### src/rtl/key_debounce_pulse.sv
// Panel button conditioner: two-FF synchroniser, tick-sampled debounce and
// per-button press/release/auto-repeat pulse generation in the clk domain.
module key_debounce_pulse #(
    parameter int               N_BTN        = 5,
    parameter int               TICK_DIV     = 2000000,
    parameter int               STABLE_CNT   = 2,
    parameter int               REPEAT_DELAY = 25,
    parameter int               REPEAT_RATE  = 5,
    parameter logic [N_BTN-1:0] REPEAT_MASK  = 5'b00001
) (
    input  logic             clk,
    input  logic             rst,
    input  logic [N_BTN-1:0] btn_input,
    output logic [N_BTN-1:0] btn_level,
    output logic [N_BTN-1:0] btn_press,
    output logic [N_BTN-1:0] btn_release,
    output logic [N_BTN-1:0] btn_hold
);

    localparam int TW   = $clog2(TICK_DIV);
    localparam int SW   = $clog2(STABLE_CNT + 1);
    localparam int RMAX = (REPEAT_DELAY > REPEAT_RATE) ? REPEAT_DELAY : REPEAT_RATE;
    localparam int RW   = $clog2(RMAX + 1);

    localparam logic [TW-1:0] TICK_LAST = TW'(TICK_DIV - 1);
    localparam logic [SW-1:0] STAB_LAST = SW'(STABLE_CNT - 1);
    localparam logic [RW-1:0] DELAY_V   = RW'(REPEAT_DELAY);
    localparam logic [RW-1:0] RATE_V    = RW'(REPEAT_RATE);

    typedef enum logic [1:0] {
        S_IDLE    = 2'd0,
        S_PRESSED = 2'd1,
        S_REPEAT  = 2'd2
    } state_t;

    logic [N_BTN-1:0] r_sync1;
    logic [N_BTN-1:0] r_sync2;
    logic [TW-1:0]    r_tick_cnt;
    logic             w_tick;
    logic [N_BTN-1:0] r_level;
    logic [N_BTN-1:0] r_level_q;
    logic [SW-1:0]    r_stab [N_BTN];
    logic [RW-1:0]    r_rcnt [N_BTN];
    state_t           r_state [N_BTN];
    logic [N_BTN-1:0] r_press;
    logic [N_BTN-1:0] r_release;
    logic [N_BTN-1:0] r_hold;
    logic [N_BTN-1:0] w_rise;
    logic [N_BTN-1:0] w_fall;

    always_ff @(posedge clk) begin
        if (rst) begin
            r_sync1 <= '0;
            r_sync2 <= '0;
        end else begin
            r_sync1 <= btn_input;
            r_sync2 <= r_sync1;
        end
    end

    assign w_tick = (r_tick_cnt == TICK_LAST);

    always_ff @(posedge clk) begin
        if (rst) begin
            r_tick_cnt <= '0;
        end else if (w_tick) begin
            r_tick_cnt <= '0;
        end else begin
            r_tick_cnt <= r_tick_cnt + 1'b1;
        end
    end

    // Any tick that sees the synchronised input agree with the level restarts the count.
    always_ff @(posedge clk) begin
        if (rst) begin
            r_level <= '0;
            for (int i = 0; i < N_BTN; i++) begin
                r_stab[i] <= '0;
            end
        end else if (w_tick) begin
            for (int i = 0; i < N_BTN; i++) begin
                if (r_sync2[i] != r_level[i]) begin
                    if (r_stab[i] == STAB_LAST) begin
                        r_level[i] <= ~r_level[i];
                        r_stab[i]  <= '0;
                    end else begin
                        r_stab[i] <= r_stab[i] + 1'b1;
                    end
                end else begin
                    r_stab[i] <= '0;
                end
            end
        end
    end

    assign w_rise = r_level & ~r_level_q;
    assign w_fall = ~r_level & r_level_q;

    // Fall is tested before the repeat thresholds, so a release beats a coincident repeat.
    always_ff @(posedge clk) begin
        if (rst) begin
            r_level_q <= '0;
            r_press   <= '0;
            r_release <= '0;
            r_hold    <= '0;
            for (int i = 0; i < N_BTN; i++) begin
                r_state[i] <= S_IDLE;
                r_rcnt[i]  <= '0;
            end
        end else begin
            r_level_q <= r_level;
            r_press   <= '0;
            r_release <= '0;
            for (int i = 0; i < N_BTN; i++) begin
                case (r_state[i])
                    S_IDLE: begin
                        if (w_rise[i]) begin
                            r_press[i] <= 1'b1;
                            r_rcnt[i]  <= '0;
                            r_state[i] <= S_PRESSED;
                        end
                    end
                    S_PRESSED, S_REPEAT: begin
                        if (w_fall[i]) begin
                            r_release[i] <= 1'b1;
                            r_hold[i]    <= 1'b0;
                            r_rcnt[i]    <= '0;
                            r_state[i]   <= S_IDLE;
                        end else if ((r_state[i] == S_PRESSED) && REPEAT_MASK[i] &&
                                     (r_rcnt[i] == DELAY_V)) begin
                            r_press[i] <= 1'b1;
                            r_hold[i]  <= 1'b1;
                            r_rcnt[i]  <= '0;
                            r_state[i] <= S_REPEAT;
                        end else if ((r_state[i] == S_REPEAT) && (r_rcnt[i] == RATE_V)) begin
                            r_press[i] <= 1'b1;
                            r_rcnt[i]  <= '0;
                        end else if (w_tick && (r_rcnt[i] != '1)) begin
                            r_rcnt[i] <= r_rcnt[i] + 1'b1;
                        end
                    end
                    default: begin
                        r_state[i] <= S_IDLE;
                    end
                endcase
            end
        end
    end

    assign btn_level   = r_level;
    assign btn_press   = r_press;
    assign btn_release = r_release;
    assign btn_hold    = r_hold;

endmodule

### config.mk
export PLATFORM = sky130hd
export DESIGN_NAME = key_debounce_pulse
export DESIGN_NICKNAME = d
export VERILOG_FILES = /design/src/rtl/key_debounce_pulse.sv
export SDC_FILE = /design/constraint.sdc
export NUM_CORES = 1
export LEC_CHECK = 0
export ABC_AREA = 1
export CAP_MARGIN = 20
export CELL_PAD_IN_SITES_DETAIL_PLACEMENT = 0
export CELL_PAD_IN_SITES_GLOBAL_PLACEMENT = 2
export CORE_ASPECT_RATIO = 1.2
export CORE_MARGIN = 3
export CORE_UTILIZATION = 30
export DETAILED_ROUTE_END_ITERATION = 12
export HOLD_SLACK_MARGIN = 0.06
export PLACE_DENSITY = 0.73
export SLEW_MARGIN = 20
export SYNTH_ARGS = -nofsm -noshare
export SYNTH_HDL_FRONTEND = slang
export SYNTH_SLANG_ARGS = --single-unit
### constraint.sdc
create_clock -name clk -period 3.3 [get_ports clk]
set_input_delay 0.66 -clock clk [delete_from_list [all_inputs] [get_ports clk]]
set_output_delay 0.66 -clock clk [all_outputs]
set_load 0.005 [all_outputs]
==> impl_metrics.env <==
export IMPL_synth_top_area_share=0.3093
export IMPL_clock_latency_ns=0.33
export IMPL_seqPwrFrac=0.436
export IMPL_fmax_ghz=0.4479
export IMPL_gp_congestion=0.7443
export IMPL_diodes=0
export IMPL_gr_total_overflow=0
export IMPL_power_frac_clock=0.533
export IMPL_detail_route_antenna_nets=0
export IMPL_drt_wl_total_um=7575
export IMPL_crit_type="register to register"
export IMPL_async_flop_share=0
export IMPL_rsz0062_at_grt="false"
export IMPL_synthCells=449
export IMPL_finalSetupViolCount=0
export IMPL_std_cell_rows=42
export IMPL_dp_hpwl_um=5797
export IMPL_synth_edff_count=20
export IMPL_fin_skew_ns=0.006011
export IMPL_ys_ff_latch=73
export IMPL_yosysWarnings=0
export IMPL_drt_iter0_markers=80
export IMPL_postLayoutCoreUtil=0.3761
export IMPL_cts_sinks=73
export IMPL_ctsResizeCount=0
export IMPL_register_area_um2=1662
export IMPL_yosysMostFrequentCell="nor2_1"
export IMPL_p_leak_uw=0.001725
export IMPL_dieWidth_um=103.6
export IMPL_antenna_found_initial=0
export IMPL_drtPass1Iterations=6
export IMPL_grt_usage=0.1291
export IMPL_cts_buffers=9
export IMPL_postCtsSetupRepairBufs=0
export IMPL_maxCapViolCount=0
export IMPL_drive_gt1_frac=0.05613
export IMPL_fin_crit_ns=2.233
export IMPL_vias=2702
export IMPL_route_detailed_drc=0
export IMPL_grt_max_degree=26
export IMPL_grtUsageMet1=0.1463
export IMPL_period_share=0.6766
export IMPL_fill_cells=1155
export IMPL_ios=27
export IMPL_initial_utilization=0.3094
export IMPL_synth_common_cells="94 x nor2_1, 90 x nand2_1, 75 x inv_1, 53 x dfxtp_1, 22 x nand3_1"
export IMPL_synth_top_cell_by_area="dfxtp_1"
export IMPL_ys_flop_type="dfxtp_1"
export IMPL_cts_tree="done"
export IMPL_setup_slack_ns=1.067
export IMPL_hold_viol=0
export IMPL_slew_viol_final=0
export IMPL_syn2layout_area_growth_pct=21.55
export IMPL_yosysSeqAreaShare=0.4843
export IMPL_power_density_nw_per_um2=523.7
export IMPL_path_clk_slew_ns=0.06
export IMPL_netlist_area_um2=3431
export IMPL_die_y_um=123.1
export IMPL_die_area_um2=12760
export IMPL_place_port_buffers=22
export IMPL_first_global_vias=2618
export IMPL_htree_levels=3
export IMPL_crit_required_ns=3.32
export IMPL_synth_area_per_cell_um2=7.641
export IMPL_ctsRootBufferMaster="clkbuf_16"
export IMPL_dp_slack_ns=0.7268
export IMPL_max_vdd_ir_drop_mv=0.1936
export IMPL_core_area_um2=11090
export IMPL_synth_area_top_cells="dfxtp_1 31%, edfxtp_1 18%, nor2_1 10%, nand2_1 9.8%, inv_1 8.2%"
export IMPL_cp_start_kind="register"
export IMPL_post_drt_wl_per_cell_um=11.93
export IMPL_power_switching_uw=424.8
export IMPL_hp_class="register to register"
export IMPL_gr_max_usage_layer="met2"
export IMPL_cts_buffer_depth=2
export IMPL_end_kind="register"
export IMPL_viasPerCell=4.255
export IMPL_p_sw_frac=0.1945
export IMPL_status="complete, no violations"
export IMPL_p_int_uw=1759
export IMPL_combPwrFrac=0.031
export IMPL_holdBufCountCts=0
export IMPL_grt_pass1_wl_um=12770
export IMPL_layout_nets=496
export IMPL_ys_types=29
export IMPL_use_met2=0.2316
export IMPL_met3_usage=0.02768
export IMPL_setup_tns_ns=0
export IMPL_path_max_fanout=8
export IMPL_crit_arrival_ns=2.25
export IMPL_multi_input_area_um2=1416
==> cell type report <==
type                            count  share of cell area
Sequential cell                    73              0.3984
Multi-Input combinational cell    290              0.3396
Clock buffer                       13             0.07261
Inverter                           77             0.06931
Timing Repair Buffer               25             0.05821
Tap cell                          154             0.04620
Clock inverter                      3             0.01560
==> through the flow <==
step	area, um^2	std cells	hold WS [ns]	power, uW
5_1_grt	4170	635	0.4210	2266
3_5_place_dp	3802	619	0.3963	1042
4_1_cts	4170	635	0.4018	2211
3_3_place_gp	3802	619	0.3938	1040
2_1_floorplan	3442	452	0.3883	1020
6_report	4170	635	0.3953	2184
==> cell families after synthesis <==
logic type / count (synthesis) / share of synthesized area
AO/OA/AOI/OAI: 31 / 0.04814
XOR/XNOR: 7 / 0.01787
adder cells (fa/ha/maj): 13 / 0.04741
buffers and inverters: 89 / 0.1061
flip-flops: 73 / 0.4843
other: 1 / 0.001093
AND/OR/NAND/NOR: 235 / 0.2950
==> cells in the final DEF (no fill, tap or decap), drive strengths merged <==
cell,instances
nor4,2
nand3b,7
xnor2,1
inv,77
dfxtp,53
nand4,11
a211oi,3
clkinv,1
conb,4
or2,1
xor2,6
clkbuf,13
nand2,90
clkdlybuf4s50,22
o211ai,1
edfxtp,20
a21oi,17
nor3,3
ha,13
o21ai,10
nand3,24
buf,3
bufinv,2
nor2,97
==> worst max-delay path: stages, from the launching register on <==
cell      delay (ns)
dfxtp_1         0.42
ha_1            0.32
nand3_2         0.21
nor2_4          0.24
nand3_4         0.13
inv_2           0.18
nand2_1         0.17
nand3b_1        0.24
==> power groups by stage <==
stage | Sequential [uW] | Combinational [uW] | Clock [uW]
floorplan | 968 | 51.8 | 0
global placement | 971 | 69.3 | 0
detailed placement | 972 | 70.1 | 0
CTS | 952 | 70.5 | 1190
global route | 954 | 80.9 | 1230
finish | 952 | 68.3 | 1160
==> metal layers <==
metal	vias to the layer above	wire length [um]
li1	1448	-
met1	1199	3366
met2	42	3812
met3	13	218
met4	0	178
met5	-	0
==> path summary, 6_finish.rpt <==
| kind | startpoint | to | slack, ns | cells after the start |
|---|---|---|---|---|
| worst max-delay path | r_tick_cnt[0] | r_rcnt[0][0] | 1.07 | 7 |
| worst min-delay path | r_sync1[1] | r_sync2[1] | 0.40 | 2 |
| worst min register to register | r_sync1[1] | r_sync2[1] | 0.40 | 2 |
| worst max register to register | r_tick_cnt[0] | r_rcnt[0][0] | 1.07 | 7 |
==> sequential cells by signal, summed over array words and instances (netlist names) <==
| register | count |
|---|---|
| btn_hold | 1 |
| r_tick_cnt | 21 |
| r_state | 6 |
| btn_release | 5 |
| r_sync2 | 5 |
| btn_press | 5 |
| r_stab | 10 |
| btn_level | 5 |
| r_rcnt | 5 |
| r_level_q | 5 |
| r_sync1 | 5 |
No activity file was read; power rests on OpenSTA's default activity.
